$ cat src/rtl/au_arbiter.sv
// Two-requester front end for one shared combinational AU: round-robin or fixed-priority
// arbitration, a registered issue stage driving the AU, and a registered per-requester response.
module au_arbiter #(
  parameter int DATA_W     = 16,
  parameter int CMD_W      = 4,
  parameter int FIXED_PRIO = 0
) (
  input  logic              clk,
  input  logic              rst_n,

  input  logic              req0_vld,
  input  logic [CMD_W-1:0]  req0_cmd,
  input  logic [DATA_W-1:0] req0_a,
  input  logic [DATA_W-1:0] req0_b,
  output logic              req0_rdy,
  output logic              rsp0_vld,
  output logic [DATA_W-1:0] rsp0_result,
  output logic              rsp0_cout,

  input  logic              req1_vld,
  input  logic [CMD_W-1:0]  req1_cmd,
  input  logic [DATA_W-1:0] req1_a,
  input  logic [DATA_W-1:0] req1_b,
  output logic              req1_rdy,
  output logic              rsp1_vld,
  output logic [DATA_W-1:0] rsp1_result,
  output logic              rsp1_cout,

  output logic [CMD_W-1:0]  au_cmd,
  output logic [DATA_W-1:0] au_a,
  output logic [DATA_W-1:0] au_b,
  input  logic [DATA_W-1:0] au_result,
  input  logic              au_cout
);

  logic              gnt0_s, gnt1_s;

  logic              last_gnt_d, last_gnt_q;
  logic              s1_vld_d, s1_vld_q;
  logic              s1_id_d, s1_id_q;
  logic [CMD_W-1:0]  s1_cmd_d, s1_cmd_q;
  logic [DATA_W-1:0] s1_a_d, s1_a_q;
  logic [DATA_W-1:0] s1_b_d, s1_b_q;

  logic              rsp0_vld_d, rsp0_vld_q;
  logic [DATA_W-1:0] rsp0_result_d, rsp0_result_q;
  logic              rsp0_cout_d, rsp0_cout_q;
  logic              rsp1_vld_d, rsp1_vld_q;
  logic [DATA_W-1:0] rsp1_result_d, rsp1_result_q;
  logic              rsp1_cout_d, rsp1_cout_q;

  // Grant selection; last_gnt_q names the previous winner, so under contention the other side wins.
  always_comb begin
    gnt0_s = 1'b0;
    gnt1_s = 1'b0;
    case ({req1_vld, req0_vld})
      2'b01: gnt0_s = 1'b1;
      2'b10: gnt1_s = 1'b1;
      2'b11: begin
        if (FIXED_PRIO != 0) begin
          gnt0_s = 1'b1;
        end else if (last_gnt_q) begin
          gnt0_s = 1'b1;
        end else begin
          gnt1_s = 1'b1;
        end
      end
      default: begin
        gnt0_s = 1'b0;
        gnt1_s = 1'b0;
      end
    endcase
  end

  assign req0_rdy = gnt0_s;
  assign req1_rdy = gnt1_s;

  // Next-state for the grant history and the issue stage; operands hold when nothing is granted.
  always_comb begin
    last_gnt_d = last_gnt_q;
    s1_vld_d   = gnt0_s | gnt1_s;
    s1_id_d    = s1_id_q;
    s1_cmd_d   = s1_cmd_q;
    s1_a_d     = s1_a_q;
    s1_b_d     = s1_b_q;
    if (gnt0_s) begin
      last_gnt_d = 1'b0;
      s1_id_d    = 1'b0;
      s1_cmd_d   = req0_cmd;
      s1_a_d     = req0_a;
      s1_b_d     = req0_b;
    end else if (gnt1_s) begin
      last_gnt_d = 1'b1;
      s1_id_d    = 1'b1;
      s1_cmd_d   = req1_cmd;
      s1_a_d     = req1_a;
      s1_b_d     = req1_b;
    end else begin
      last_gnt_d = last_gnt_q;
    end
  end

  // Response stage: route the AU output back to whichever requester owns the issued op.
  always_comb begin
    rsp0_vld_d    = s1_vld_q & ~s1_id_q;
    rsp1_vld_d    = s1_vld_q &  s1_id_q;
    rsp0_result_d = rsp0_result_q;
    rsp0_cout_d   = rsp0_cout_q;
    rsp1_result_d = rsp1_result_q;
    rsp1_cout_d   = rsp1_cout_q;
    if (rsp0_vld_d) begin
      rsp0_result_d = au_result;
      rsp0_cout_d   = au_cout;
    end else begin
      rsp0_cout_d   = rsp0_cout_q;
    end
    if (rsp1_vld_d) begin
      rsp1_result_d = au_result;
      rsp1_cout_d   = au_cout;
    end else begin
      rsp1_cout_d   = rsp1_cout_q;
    end
  end

  // State registers; last_gnt resets to 1 so requester 0 wins the first contention.
  always_ff @(posedge clk) begin
    if (!rst_n) begin
      last_gnt_q    <= 1'b1;
      s1_vld_q      <= 1'b0;
      s1_id_q       <= 1'b0;
      s1_cmd_q      <= {CMD_W{1'b0}};
      s1_a_q        <= {DATA_W{1'b0}};
      s1_b_q        <= {DATA_W{1'b0}};
      rsp0_vld_q    <= 1'b0;
      rsp0_result_q <= {DATA_W{1'b0}};
      rsp0_cout_q   <= 1'b0;
      rsp1_vld_q    <= 1'b0;
      rsp1_result_q <= {DATA_W{1'b0}};
      rsp1_cout_q   <= 1'b0;
    end else begin
      last_gnt_q    <= last_gnt_d;
      s1_vld_q      <= s1_vld_d;
      s1_id_q       <= s1_id_d;
      s1_cmd_q      <= s1_cmd_d;
      s1_a_q        <= s1_a_d;
      s1_b_q        <= s1_b_d;
      rsp0_vld_q    <= rsp0_vld_d;
      rsp0_result_q <= rsp0_result_d;
      rsp0_cout_q   <= rsp0_cout_d;
      rsp1_vld_q    <= rsp1_vld_d;
      rsp1_result_q <= rsp1_result_d;
      rsp1_cout_q   <= rsp1_cout_d;
    end
  end

  // AU inputs are forced to zero when the issue stage is empty.
  assign au_cmd = s1_vld_q ? s1_cmd_q : {CMD_W{1'b0}};
  assign au_a   = s1_vld_q ? s1_a_q   : {DATA_W{1'b0}};
  assign au_b   = s1_vld_q ? s1_b_q   : {DATA_W{1'b0}};

  assign rsp0_vld    = rsp0_vld_q;
  assign rsp0_result = rsp0_result_q;
  assign rsp0_cout   = rsp0_cout_q;
  assign rsp1_vld    = rsp1_vld_q;
  assign rsp1_result = rsp1_result_q;
  assign rsp1_cout   = rsp1_cout_q;

endmodule

$ cat config.mk
export PLATFORM = sky130hd
export DESIGN_NAME = au_arbiter
export DESIGN_NICKNAME = d
export VERILOG_FILES = /design/src/rtl/au_arbiter.sv
export SDC_FILE = /design/constraint.sdc
export NUM_CORES = 1
export LEC_CHECK = 0
export CORE_MARGIN = 1.5
export CORE_UTILIZATION = 36
export CTS_CLUSTER_DIAMETER = 60
export DETAILED_ROUTE_END_ITERATION = 10
export MAX_ROUTING_LAYER = met4
export PLACE_DENSITY_LB_ADDON = 0.25
export SETUP_SLACK_MARGIN = 0.02
export SYNTH_ARGS = -nofsm -noshare
export SYNTH_HDL_FRONTEND = slang
export SYNTH_SLANG_ARGS = --single-unit
export TNS_END_PERCENT = 10
$ cat constraint.sdc
create_clock -name clk -period 1.08 [get_ports clk]
set_input_delay 0.108 -clock clk [delete_from_list [all_inputs] [get_ports clk]]
set_output_delay 0.108 -clock clk [all_outputs]
set_load 0.1 [all_outputs]
After elaboration in Yosys (flattened, before gate mapping)
Cells that the tools add are included.
{ "classes": {"eq_ne": 3, "muxes": 15, "bitwise_logic": 5, "reduce_logical": 2} }
{ "ops": {"columns": ["op", "count"], "rows": [
  ["2-to-1 mux 16 bit", 6],
  ["2-to-1 mux 4 bit", 3],
  ["equality test 2 bit (second input constant)", 2],
  ["2-to-1 mux 1 bit", 4],
  ["case mux 1 bit (2 select lines)", 2],
  ["AND 1 bit", 2],
  ["equality test 2 x 1 -> 1 bit (second input constant)", 1],
  ["NOT 1 bit", 2],
  ["nonzero test 2 bit", 1],
  ["OR reduction 2 bit", 1],
  ["bitwise OR 1 bit", 1]
]} }
{ "totals": {"regBits": 75, "word_cells": 37} }

Longest topological paths before layout
{ "logic_depth": {"depth_word": 4, "mapped_depth": 6, "ltp_nobuf": 3} }

Worst setup path after synthesis
OpenSTA, ideal clock, no wires.
{ "synth_path": {"path_kind": "reg-to-output", "startpoint": "register s1_vld_q", "endpoint": "output au_a[0]", "t_arrival_ps": 1558, "path_slack_ps": -586, "path_stages_with_launch": 4, "path_buffers": 2, "path_cell_list": "dfxtp_1 > clkbuf_1 > clkbuf_1 > and2_1"} }
{ "synth_between": {"elab_chain_len": 1} }
{ "synth_rtl": {"columns": ["element", "line_no", "rtl"], "rows": [
  ["from (decl)", "39", "logic s1_vld_d, s1_vld_q;"],
  ["from (signal assigned)", "142", "s1_vld_q <= s1_vld_d;"],
  ["2-to-1 mux 16 bit", "158", "assign au_a = s1_vld_q ? s1_a_q : {DATA_W{1'b0}};"],
  ["to (decl)", "30", "output logic [DATA_W-1:0] au_a,"]
]} }
No other way between the ends.

Worst setup path after layout
{ "layout_path": {"startpoint": "input req1_vld", "endpoint": "output req1_rdy"} }
{ "layout_between": {"elab_chain_len": 2, "elab_cells_between_ends": 3, "cone_classes": "2 x eq/ne; 1 x mux"} }
{ "layout_rtl": {"columns": ["element", "line_no", "rtl"], "rows": [
  ["from (decl)", "20", "input logic req1_vld,"],
  ["equality test 2 bit", "56", "case ({req1_vld, req0_vld})"],
  ["case mux 1 bit (2 select lines) (*)", "56", null],
  ["to (decl)", "24", "output logic req1_rdy,"]
]} }
Mark *: on every way between the ends. The rest lies on a longest branch, timed or not.

==> results.json <==
{
  "end_kind": "output pin",
  "dr.first_iter.drc_count": 46,
  "min_path_type": "in -> reg",
  "layout_commonest_cell": "clkdlybuf4s50_1",
  "critPathKind": "in -> out",
  "most-common-layout-cells": "clkdlybuf4s50_1 (90), buf_12 (79), nand2_1 (71), dfxtp_1 (68)",
  "final_cells": 648,
  "start_util_pct": 37.2,
  "core_area_um2": 8720,
  "hpwlAfterDp_um": 7010,
  "critPathRequiredTime_ns": 0.97,
  "worst_hold_slack_ns": 0.214,
  "startpoint_type": "primary input",
  "tritoncts": "built",
  "place_inst": 627,
  "postRouteAntennaNets": 0,
  "hold_buffers": 0,
  "violations": "setup timing",
  "cts_buffers": 9,
  "timing.fmax_mhz": 730,
  "p_leak_nw": 2.50,
  "clk_pin_slew_worst_paths_ns": 0.08,
  "nets": 628,
  "io_pins": 167,
  "synth_area_um2": 3240,
  "cts-root-buf": "clkbuf_8",
  "wirelength_um": 9660,
  "die_w_um": 97.9,
  "die-height_um": 97.9,
  "grt_first_pass_wirelength_um": 15200,
  "n_antenna_cell": 0,
  "grt_use_total_pct": 20.3,
  "io_buffer_count": 166,
  "grt_max_degree": 47,
  "viasPerCell": 4.93,
  "grt_overflow": 0,
  "worstPathMaxFanout": 4,
  "worst_ir_drop_vdd_mv": 0.657,
  "grt_antenna_before_repair": 0,
  "fin_ws_ns": -0.290,
  "rows": 34,
  "total_power_mw": 7.96,
  "cts.sinks": 75,
  "setup_viol": 105,
  "dp_slack_ns": -0.408,
  "fin_skew_ns": 0.0106,
  "cts-htree-levels": 3,
  "design_area_um2": 6230,
  "finalCritPeriodShare_pct": 127,
  "status": "finished, violations left",
  "post_synth_num_cell_types": 19,
  "fin_util_pct": 71.4,
  "syn2layout_area_growth_pct": 92.1,
  "slew_headroom_pct": 79.0,
  "grt_pass1_vias": 3170,
  "ys_ff_latch": 75,
  "power_density_nw_per_um2": 1280,
  "syn_avg_cell_area_um2": 8.81,
  "final-hold-violation-count": 0,
  "worstSkewPairLatency_ns": 0.34,
  "finalSetupTns_ns": -14.55,
  "yosysSeqAreaShare_pct": 46.3,
  "tightest_slew_ns": 0.315,
  "cp.arrival_ns": 1.26,
  "rsz0062_at_grt": "yes",
  "dieArea_um2": 9590,
  "maxSlewViolCount": 0,
  "netlist_instances": 368,
  "vias": 3194,
  "drc_errors": 0,
  "finalCriticalPeriod_ns": 1.37,
  "wl_per_cell_um": 14.9,
  "synth_fp_nets": 461,
  "gp_congestion": 0.776,
  "clockBufferDepth": 2,
  "place_area_um2": 5860,
  "dr.pass1.iters": 4,
  "yosys_warnings": 0,
  "drv_cap": 0,
  "drive_gt1_share_pct": 33.3
}
## cells in the mapped netlist, drive strengths merged
library cell	number	area, µm²
buf	19	148
inv	1	3.75
nand2	71	267
a21oi	36	180
mux2i	36	360
nor2b	1	6.26
dfxtp	75	1500
a21boi	35	263
o21ai	37	185
a21bo	1	10.0
o21a	1	7.51
and2	39	244
and3	1	6.26
clkbuf	13	48.8
nand2b	2	12.5
## area by class of cell
class	count	area [µm²]
fillers	645	2490
well taps	108	135
clock inverters	6	71.3
multi-input cells	260	1710
inverters	1	7.51
clock buffers	10	138
flip-flops and latches	75	1510
repair buffers	188	2660
## what timing repair did
action,CTS,global route
pin swaps,14,13
endpoints found under the setup margin,87,135
buffers inserted,3,1
gates resized for setup,55,25
cloned,1,0
hold endpoints to repair,0,0
## per-layer routing
layer  wire, µm  GRT usage [%]  vias to the layer above
met5          0              -                        -
met4         39           4.62                        0
met3        610           5.51                        2
met2       5000           35.3                      100
met1       4000           23.2                     1524
li1           -              -                     1568
## registers in the layout, summed over array words and instances, names as in the netlist
register     count
s1_a_q          16
rsp0_cout        1
rsp1_cout        1
s1_cmd_q         4
s1_vld_q         1
last_gnt_q       1
rsp0_result     16
s1_b_q          16
s1_id_q          1
rsp1_result     16
rsp0_vld         1
rsp1_vld         1
## logic make-up after synthesis
| group | Yosys count | synth area share (%) |
|---|---|---|
| AOI/OAI and AO/OA | 110 | 19.9 |
| DFF | 75 | 46.3 |
| and+or+nand+nor | 114 | 16.5 |
| muxes | 36 | 11.1 |
| buffers and inverters | 33 | 6.17 |
## final timing paths
kind | from | endpoint | slack, ns | cells past startpoint
setup / recovery | req1_vld | req1_rdy | -0.29 | 5
hold / removal | rst_n | last_gnt_q$_SDFFE_PN1P_ | 0.21 | 3
setup reg to reg | last_gnt_q$_SDFFE_PN1P_ | s1_a_q[3]$_SDFFE_PN0P_ | -0.13 | 5
hold reg to reg | rsp0_result[3]$_SDFFE_PN0P_ | rsp0_result[3]$_SDFFE_PN0P_ | 0.48 | 2
## worst max-delay path, cell delays in order
cell and delay (ns):
clkdlybuf4s50_1 0.53, a21bo_4 0.26, buf_6 0.12, clkinvlp_4 0.07, buf_12 0.17
## report_power, final
part / switching (mW) / internal [mW]
logic: 1.46 / 1.15
clock network: 1.10 / 1.16
registers: 0.136 / 2.95
No activity file was read; power rests on OpenSTA's default activity.
